<file path="src/rtl/tx_byte_arbiter.sv">
// tx_byte_arbiter: shares one Private-Read byte port among NumReq TX byte sources, grant locked per transfer.
// Build option TX_ARB_FIXED_PRIO_EN: fixed priority (requester 0 highest) instead of round-robin.
module tx_byte_arbiter #(
    parameter int NumReq    = 2,
    parameter int DataWidth = 8
) (
    input  logic                          clk_i,
    input  logic                          rst_ni,
    input  logic [NumReq*DataWidth-1:0]   req_byte_i,
    input  logic [NumReq-1:0]             req_last_i,
    input  logic [NumReq-1:0]             req_valid_i,
    output logic [NumReq-1:0]             req_ready_o,
    output logic [NumReq-1:0]             req_err_o,
    output logic [DataWidth-1:0]          tx_byte_o,
    output logic                          tx_byte_last_o,
    output logic                          tx_byte_valid_o,
    input  logic                          tx_byte_ready_i,
    input  logic                          tx_byte_err_i,
    input  logic                          xfer_end_i,
    output logic [NumReq-1:0]             grant_o,
    output logic                          busy_o
);
    localparam int PtrW = (NumReq > 1) ? $clog2(NumReq) : 1;
    localparam logic [PtrW-1:0] LastIdx = PtrW'(NumReq - 1);

    typedef enum logic {IDLE, LOCKED} state_e;

    state_e                 state, state_nxt;
    logic [NumReq-1:0]      grant, grant_nxt, pick;
    logic [PtrW-1:0]        rr_ptr, rr_ptr_nxt, gnt_idx;
    logic                   pick_found, release_now, g_valid, g_last;
    logic [DataWidth-1:0]   g_byte;

    // first valid at or above rr_ptr, otherwise first valid below it
    always_comb begin
        pick       = '0;
        pick_found = 1'b0;
        for (int k = NumReq - 1; k >= 0; k--) begin
            if (req_valid_i[k] && (k >= int'(rr_ptr))) begin
                pick       = '0;
                pick[k]    = 1'b1;
                pick_found = 1'b1;
            end
        end
        if (!pick_found) begin
            for (int k = NumReq - 1; k >= 0; k--) begin
                if (req_valid_i[k]) begin
                    pick       = '0;
                    pick[k]    = 1'b1;
                    pick_found = 1'b1;
                end
            end
        end
    end

    always_comb begin
        gnt_idx = '0;
        g_valid = 1'b0;
        g_last  = 1'b0;
        g_byte  = '0;
        for (int k = 0; k < NumReq; k++) begin
            if (grant[k]) begin
                gnt_idx = PtrW'(k);
                g_valid = req_valid_i[k];
                g_last  = req_last_i[k];
                g_byte  = req_byte_i[k*DataWidth +: DataWidth];
            end
        end
    end

    always_ff @(posedge clk_i or negedge rst_ni) begin
        if (!rst_ni) begin
            state  <= IDLE;
            grant  <= '0;
            rr_ptr <= '0;
        end else begin
            state  <= state_nxt;
            grant  <= grant_nxt;
            rr_ptr <= rr_ptr_nxt;
        end
    end

    always_comb begin
        state_nxt       = state;
        grant_nxt       = grant;
        rr_ptr_nxt      = rr_ptr;
        tx_byte_o       = '0;
        tx_byte_last_o  = 1'b0;
        tx_byte_valid_o = 1'b0;
        req_ready_o     = '0;
        req_err_o       = '0;
        busy_o          = 1'b0;
        release_now     = 1'b0;
        unique case (state)
            IDLE: begin
                if (pick_found) begin
                    state_nxt = LOCKED;
                    grant_nxt = pick;
                end
            end
            LOCKED: begin
                busy_o          = 1'b1;
                tx_byte_o       = g_byte;
                tx_byte_last_o  = g_last;
                tx_byte_valid_o = g_valid;
                req_ready_o     = grant & {NumReq{tx_byte_ready_i & g_valid}};
                req_err_o       = grant & {NumReq{tx_byte_err_i}};
                release_now     = (g_valid & tx_byte_ready_i & g_last) | tx_byte_err_i | xfer_end_i;
                if (release_now) begin
                    state_nxt = IDLE;
                    grant_nxt = '0;
`ifdef TX_ARB_FIXED_PRIO_EN
                    rr_ptr_nxt = '0;
`else
                    rr_ptr_nxt = (gnt_idx == LastIdx) ? '0 : gnt_idx + PtrW'(1);
`endif
                end
            end
            default: state_nxt = IDLE;
        endcase
    end

    assign grant_o = grant;

endmodule

</file>
<file path="config.mk">
export PLATFORM = sky130hd
export DESIGN_NAME = tx_byte_arbiter
export DESIGN_NICKNAME = d
export VERILOG_FILES = /design/src/rtl/tx_byte_arbiter.sv
export SDC_FILE = /design/constraint.sdc
export NUM_CORES = 1
export LEC_CHECK = 0
export BUFFER_PORTS_ARGS = -buffer_cell sky130_fd_sc_hd__buf_2
export CORE_MARGIN = 2
export CORE_UTILIZATION = 25
export DETAILED_ROUTE_END_ITERATION = 8
export GPL_TIMING_DRIVEN = 0
export HOLD_SLACK_MARGIN = 0.08
export PLACE_DENSITY = 0.62
export SYNTH_ARGS = -nofsm -noshare
export SYNTH_HDL_FRONTEND = slang
export SYNTH_SLANG_ARGS = --single-unit
</file>
<file path="constraint.sdc">
create_clock -name clk_i -period 2.6 [get_ports clk_i]
set_input_delay 0.13 -clock clk_i [delete_from_list [all_inputs] [get_ports clk_i]]
set_output_delay 0.13 -clock clk_i [all_outputs]
set_load 0.01 [all_outputs]
</file>
# After elaboration in Yosys (flattened, before gate mapping)
# Index checks and enable logic that the tools add are counted.
[word_totals] ff_bits=4 input_bits=25 out_inout_bits=17
[classes] addsub=1 magnitude_cmp=1 eq_ne=2 mux=29 bitwise=7 n_reduce_logical=3
[op_table] op="two-way mux 8 bit" n=3
[op_table] op="two-way mux 2 bit" n=9
[op_table] op="two-way mux 1 bit" n=15
[op_table] op="AND 2 bit" n=2
[op_table] op="one-hot mux 2 bit (2 select lines)" n=1
[op_table] op="AND reduction 2 bit" n=2
[op_table] op="AND 1 bit" n=2
[op_table] op="inequality test 2 x 1 -> 1 bit (second input constant)" n=1
[op_table] op="inequality test 2 bit (second input constant)" n=1
[op_table] op="OR 1 bit" n=2
[op_table] op="one-hot mux 1 bit (2 select lines)" n=1
[op_table] op="adder 1 bit (second input constant)" n=1
[op_table] op="greater-or-equal comparator 1 bit (first input constant)" n=1
[op_table] op="logical AND 1 bit" n=1
[op_table] op="inverter 1 bit" n=1

# Logic depth before layout (Yosys ltp)
[logic_depth] depth_word=8 ltp_mapped=6 mapped_depth_nobuf=4

# Worst setup path after synthesis
# OpenSTA, ideal clock, no wires.
[synth_timing] kind="reg2reg" from="reg grant[1], in the netlist grant_o[1]" to="reg rr_ptr" t_arrival_ns=1.208 t_required_ns=2.521 slack_ns=1.313 path_stages_with_launch=6 path_buffers=1 period_less_slack_ns=1.287 path_cell_list="dfrtp_1 > buf_6 > and4b_4 > a31oi_4 > o21ai_4 > mux2i_1"
[synth_via] elab_chain_cells=6 word_cells_on_any_way=10 classes_between="add/sub (1); mux (4); bitwise (4); reduce/logical (1)"
[synth_lines] element="start: declaration" line="29" text="logic [NumReq-1:0] grant, grant_nxt, pick;"
[synth_lines] element="start signal: assignment" line="78" text="grant <= grant_nxt;"
[synth_lines] element="two-way mux 1 bit" line="62" text="if (grant[k]) begin"
[synth_lines] element="AND 1 bit (2 in a row)" line="108" text="release_now = (g_valid & tx_byte_ready_i & g_last) | tx_byte_err_i | xfer_end_i;"
[synth_lines] element="OR 1 bit (2 in a row)" line="108"
[synth_lines] element="AND reduction 2 bit (no source line)"
[synth_lines] element="end signal: assignment" line="79" text="rr_ptr <= rr_ptr_nxt;"
[synth_lines] element="end: declaration" line="30" text="logic [PtrW-1:0] rr_ptr, rr_ptr_nxt, gnt_idx;"
# Parallel ways exist; a longest one is shown, timed or not.
# A chain may end at the register's enable or synchronous reset.

# Worst setup path after layout
[layout_timing] from="reg state" to="out tx_byte_o[6]"
[layout_via] elab_chain_cells=1
[layout_lines] element="start: declaration" line="28" text="state_e state, state_nxt;"
[layout_lines] element="start signal: assignment" line="77" text="state <= state_nxt;"
[layout_lines] element="two-way mux 8 bit" line="94" text="unique case (state)"
[layout_lines] element="end: declaration" line="14" text="output logic [DataWidth-1:0] tx_byte_o,"
# Every way passes these cells.

==> reports/qor.yml <==
floorplan:
  fp-row-count: 15
  die_h_um: 46.86
  start_util_pct: 26.59
  dieArea_um2: 2195
  coreArea_um2: 1727
  boundaryPins: 42
  die_width_um: 46.86
placement:
  io_buffers: 41
  placed_cell_area_um2: 695.7
  hpwlAfterDp_um: 1177
  gp_congestion: 0.7627
cells_and_area:
  multi_input_area_um2: 289.0
  drive_gt1_share_pct: 54.46
  n_antenna_cell: 0
  syn_to_final_growth_pct: 58.58
  stdcell_area_um2: 728.2
  layout.nets: 128
  fillers: 187
  register_area_um2: 100.1
timing:
  final-max-slew-violation-count: 0
  max_slew_margin_pct: 72.61
  fin_setup_tns_ns: 0
  fin_crit_sh_pct: 60.35
  setup_viol: 0
  rsz0062_at_grt: "no"
  worst_pin_slew_ns: 0.4108
  hold_viol: 0
  fin_skew_ns: 0.0007559
  fin_crit_ns: 1.569
  max_freq_ghz: 0.6373
logic_synthesis:
  synth_common_cells: "12 x nor2_1, 8 x a22oi_1, 4 x dfrtp_1, 4 x inv_1, 4 x nand2_1"
  yosysTopAreaCellShare_pct: 21.80
  yosysTopAreaCell: "dfrtp_1"
  synth.most_common_cell: "nor2_1"
  syn_area_um2: 459.2
  synthTopCellsByArea: "dfrtp_1 22%, a22oi_1 13%, nor2_1 9.8%"
  syn_inst: 56
  async_flop_share_pct: 100.0
  syn_nets: 81
  synth_edf_count: 0
  synth-main-ff-cell: "dfrtp_1"
  synth-seq-cells: 4
  synthesis.area_per_instance_um2: 8.200
  yosysUniqueCellTypes: 22
  yosysSeqAreaShare_pct: 21.80
  synth_warnings: 0
detailed_routing:
  ant_nets: 0
  wl_per_cell_um: 11.63
  drtPass1Iterations: 4
  wirelength_um: 1465
  num_vias: 569
  route.detailed.drc: 0
  drt_iter0_drc: 12
  routed_via_density: 4.516
cts:
  cts_buffers: 3
  clock_latency_ns: 0.23
  cts_tree: "done"
  ctsHtreeMaxLevel: 1
  cts_sinks: 4
  post_cts_buffers: 0
  cts-root-buf: "clkbuf_4"
  clk_pin_slew_ns: 0.03
  cts_buffer_depth: 2
power_and_ir_drop:
  switching_share_pct: 44.31
  internal_power_mw: 0.3102
  irDropWorstVdd_mv: 0.3132
  power.switching_mw: 0.2467
  pwr-share-comb_pct: 68.1
  pwr-share-seq_pct: 18.7
  p_leak_nw: 0.4041
  power_density_nw_per_um2: 764.8
  power.share.clock_pct: 13.2
global_route:
  grt_pass1_wl_um: 2042
  grt_max_degree: 11
  overflow: 0
  antenna_found_initial: 0
  grt_usage_pct: 12.85
  grt_pass1_vias: 490
critical_path:
  critical_path.max_stage_delay_ns: 0.37
  r2r_slack_ns: 1.20
  critPathMaxFanout: 10
  cp.arrival_ns: 1.44
  path_buf_inv: 4
  critPathKind: "flop to primary output"
  end_kind: "primary output"
  path_cells: "buf_4, inv_1, clkbuf_1, nor2_1, buf_2"
  path_delay_family: "buffers and inverters"
  r2r-start: "grant_o[0]$_DFFE_PN0P_"
  slowest_stage: "dfrtp_1"
  startpoint: "state$_DFF_PN0_"
  cp_data_required_time_ns: 2.47
  cp-start-kind: "flop"
run_status:
  status: "complete, no violations"
job:
  maxCapViolations: 0
min_path:
  hold_path.class: "input port to asynchronous set/reset pin"
-- per-layer routing --
layer / GRT usage, % / up-vias / share of wire (%)
li1: - / 286 / -
met1: 15.55 / 264 / 43
met2: 22.19 / 19 / 53
met3: 0.3846 / 0 / 4.0
met4: 8.333 / 0 / 0
met5: 0 / - / 0
-- through the flow --
step / util (%) / hold slack [ns] / power [mW] / cells / setup slack, ns
floorplan: - / -0.1656 / 0.3630 / 56 / 1.313
global placement: 40.29 / -0.06528 / 0.4721 / 122 / 1.220
detailed placement: 40.29 / -0.06201 / 0.4843 / 122 / 1.177
CTS: 42.17 / 0.2216 / 0.5653 / 126 / 1.032
global route: 42.17 / 0.2344 / 0.6039 / 126 / 0.9342
finish: 42.17 / 0.2308 / 0.5569 / 126 / 1.031
-- cell families after synthesis --
| group | share of synthesized area (%) |
|---|---|
| mux | 2.180 |
| buf+inv | 15.26 |
| flops | 21.80 |
| compound gates | 34.88 |
| simple gates | 25.88 |
-- path summary, 6_finish.rpt --
check,cells after the start,to
max,5,tx_byte_o[6]
min,2,grant_o[0]$_DFFE_PN0P_
max reg2reg,5,rr_ptr$_DFFE_PN0P_
min reg2reg,2,rr_ptr$_DFFE_PN0P_
max in group asynchronous,2,rr_ptr$_DFFE_PN0P_
min in group clk_i,3,grant_o[0]$_DFFE_PN0P_
-- registers in the layout, summed over array words and instances (netlist names) --
| signal | flops |
|---|---|
| state | 1 |
| grant_o | 2 |
| rr_ptr | 1 |
-- power by group through the flow --
stage               combinational, mW  clock, mW  sequential [mW]
floorplan                       0.259          0            0.104
global placement                0.369          0            0.104
detailed placement              0.378          0            0.106
CTS                             0.381     0.0795            0.105
global route                    0.415     0.0828            0.106
finish                          0.379     0.0737            0.104
-- layout make-up --
type	count	area share (%)
Multi-Input combinational cell	42	39.69
Timing Repair Buffer	42	29.55
Sequential cell	4	13.75
Buffer	6	7.560
Tap cell	25	4.296
Clock buffer	3	3.093
Inverter	4	2.062
-- cell usage in the layout, fill, tap and decap left out --
cell type and instances:
buf_2 41, nor2_1 12, a22oi_1 8, inv_1 4, nand2_1 4, dfrtp_1 4
and3_1 3, clkbuf_4 3, buf_4 2, buf_6 2, a31oi_4 2, o21ai_0 2
o21ai_1 2, clkbuf_1 1, nor2b_4 1, clkbuf_8 1, a21oi_1 1, and3_2 1
and4b_4 1, o21ai_4 1, nor3_1 1, mux2i_1 1, o211ai_1 1, a211o_1 1
dlygate4sd3_1 1
-- timing repair --
item,4_1_cts,5_1_grt
gates resized for setup,0,0
endpoints found under the hold margin,4,0
hold buffers,1,0
(Power assumes the default switching activity.)
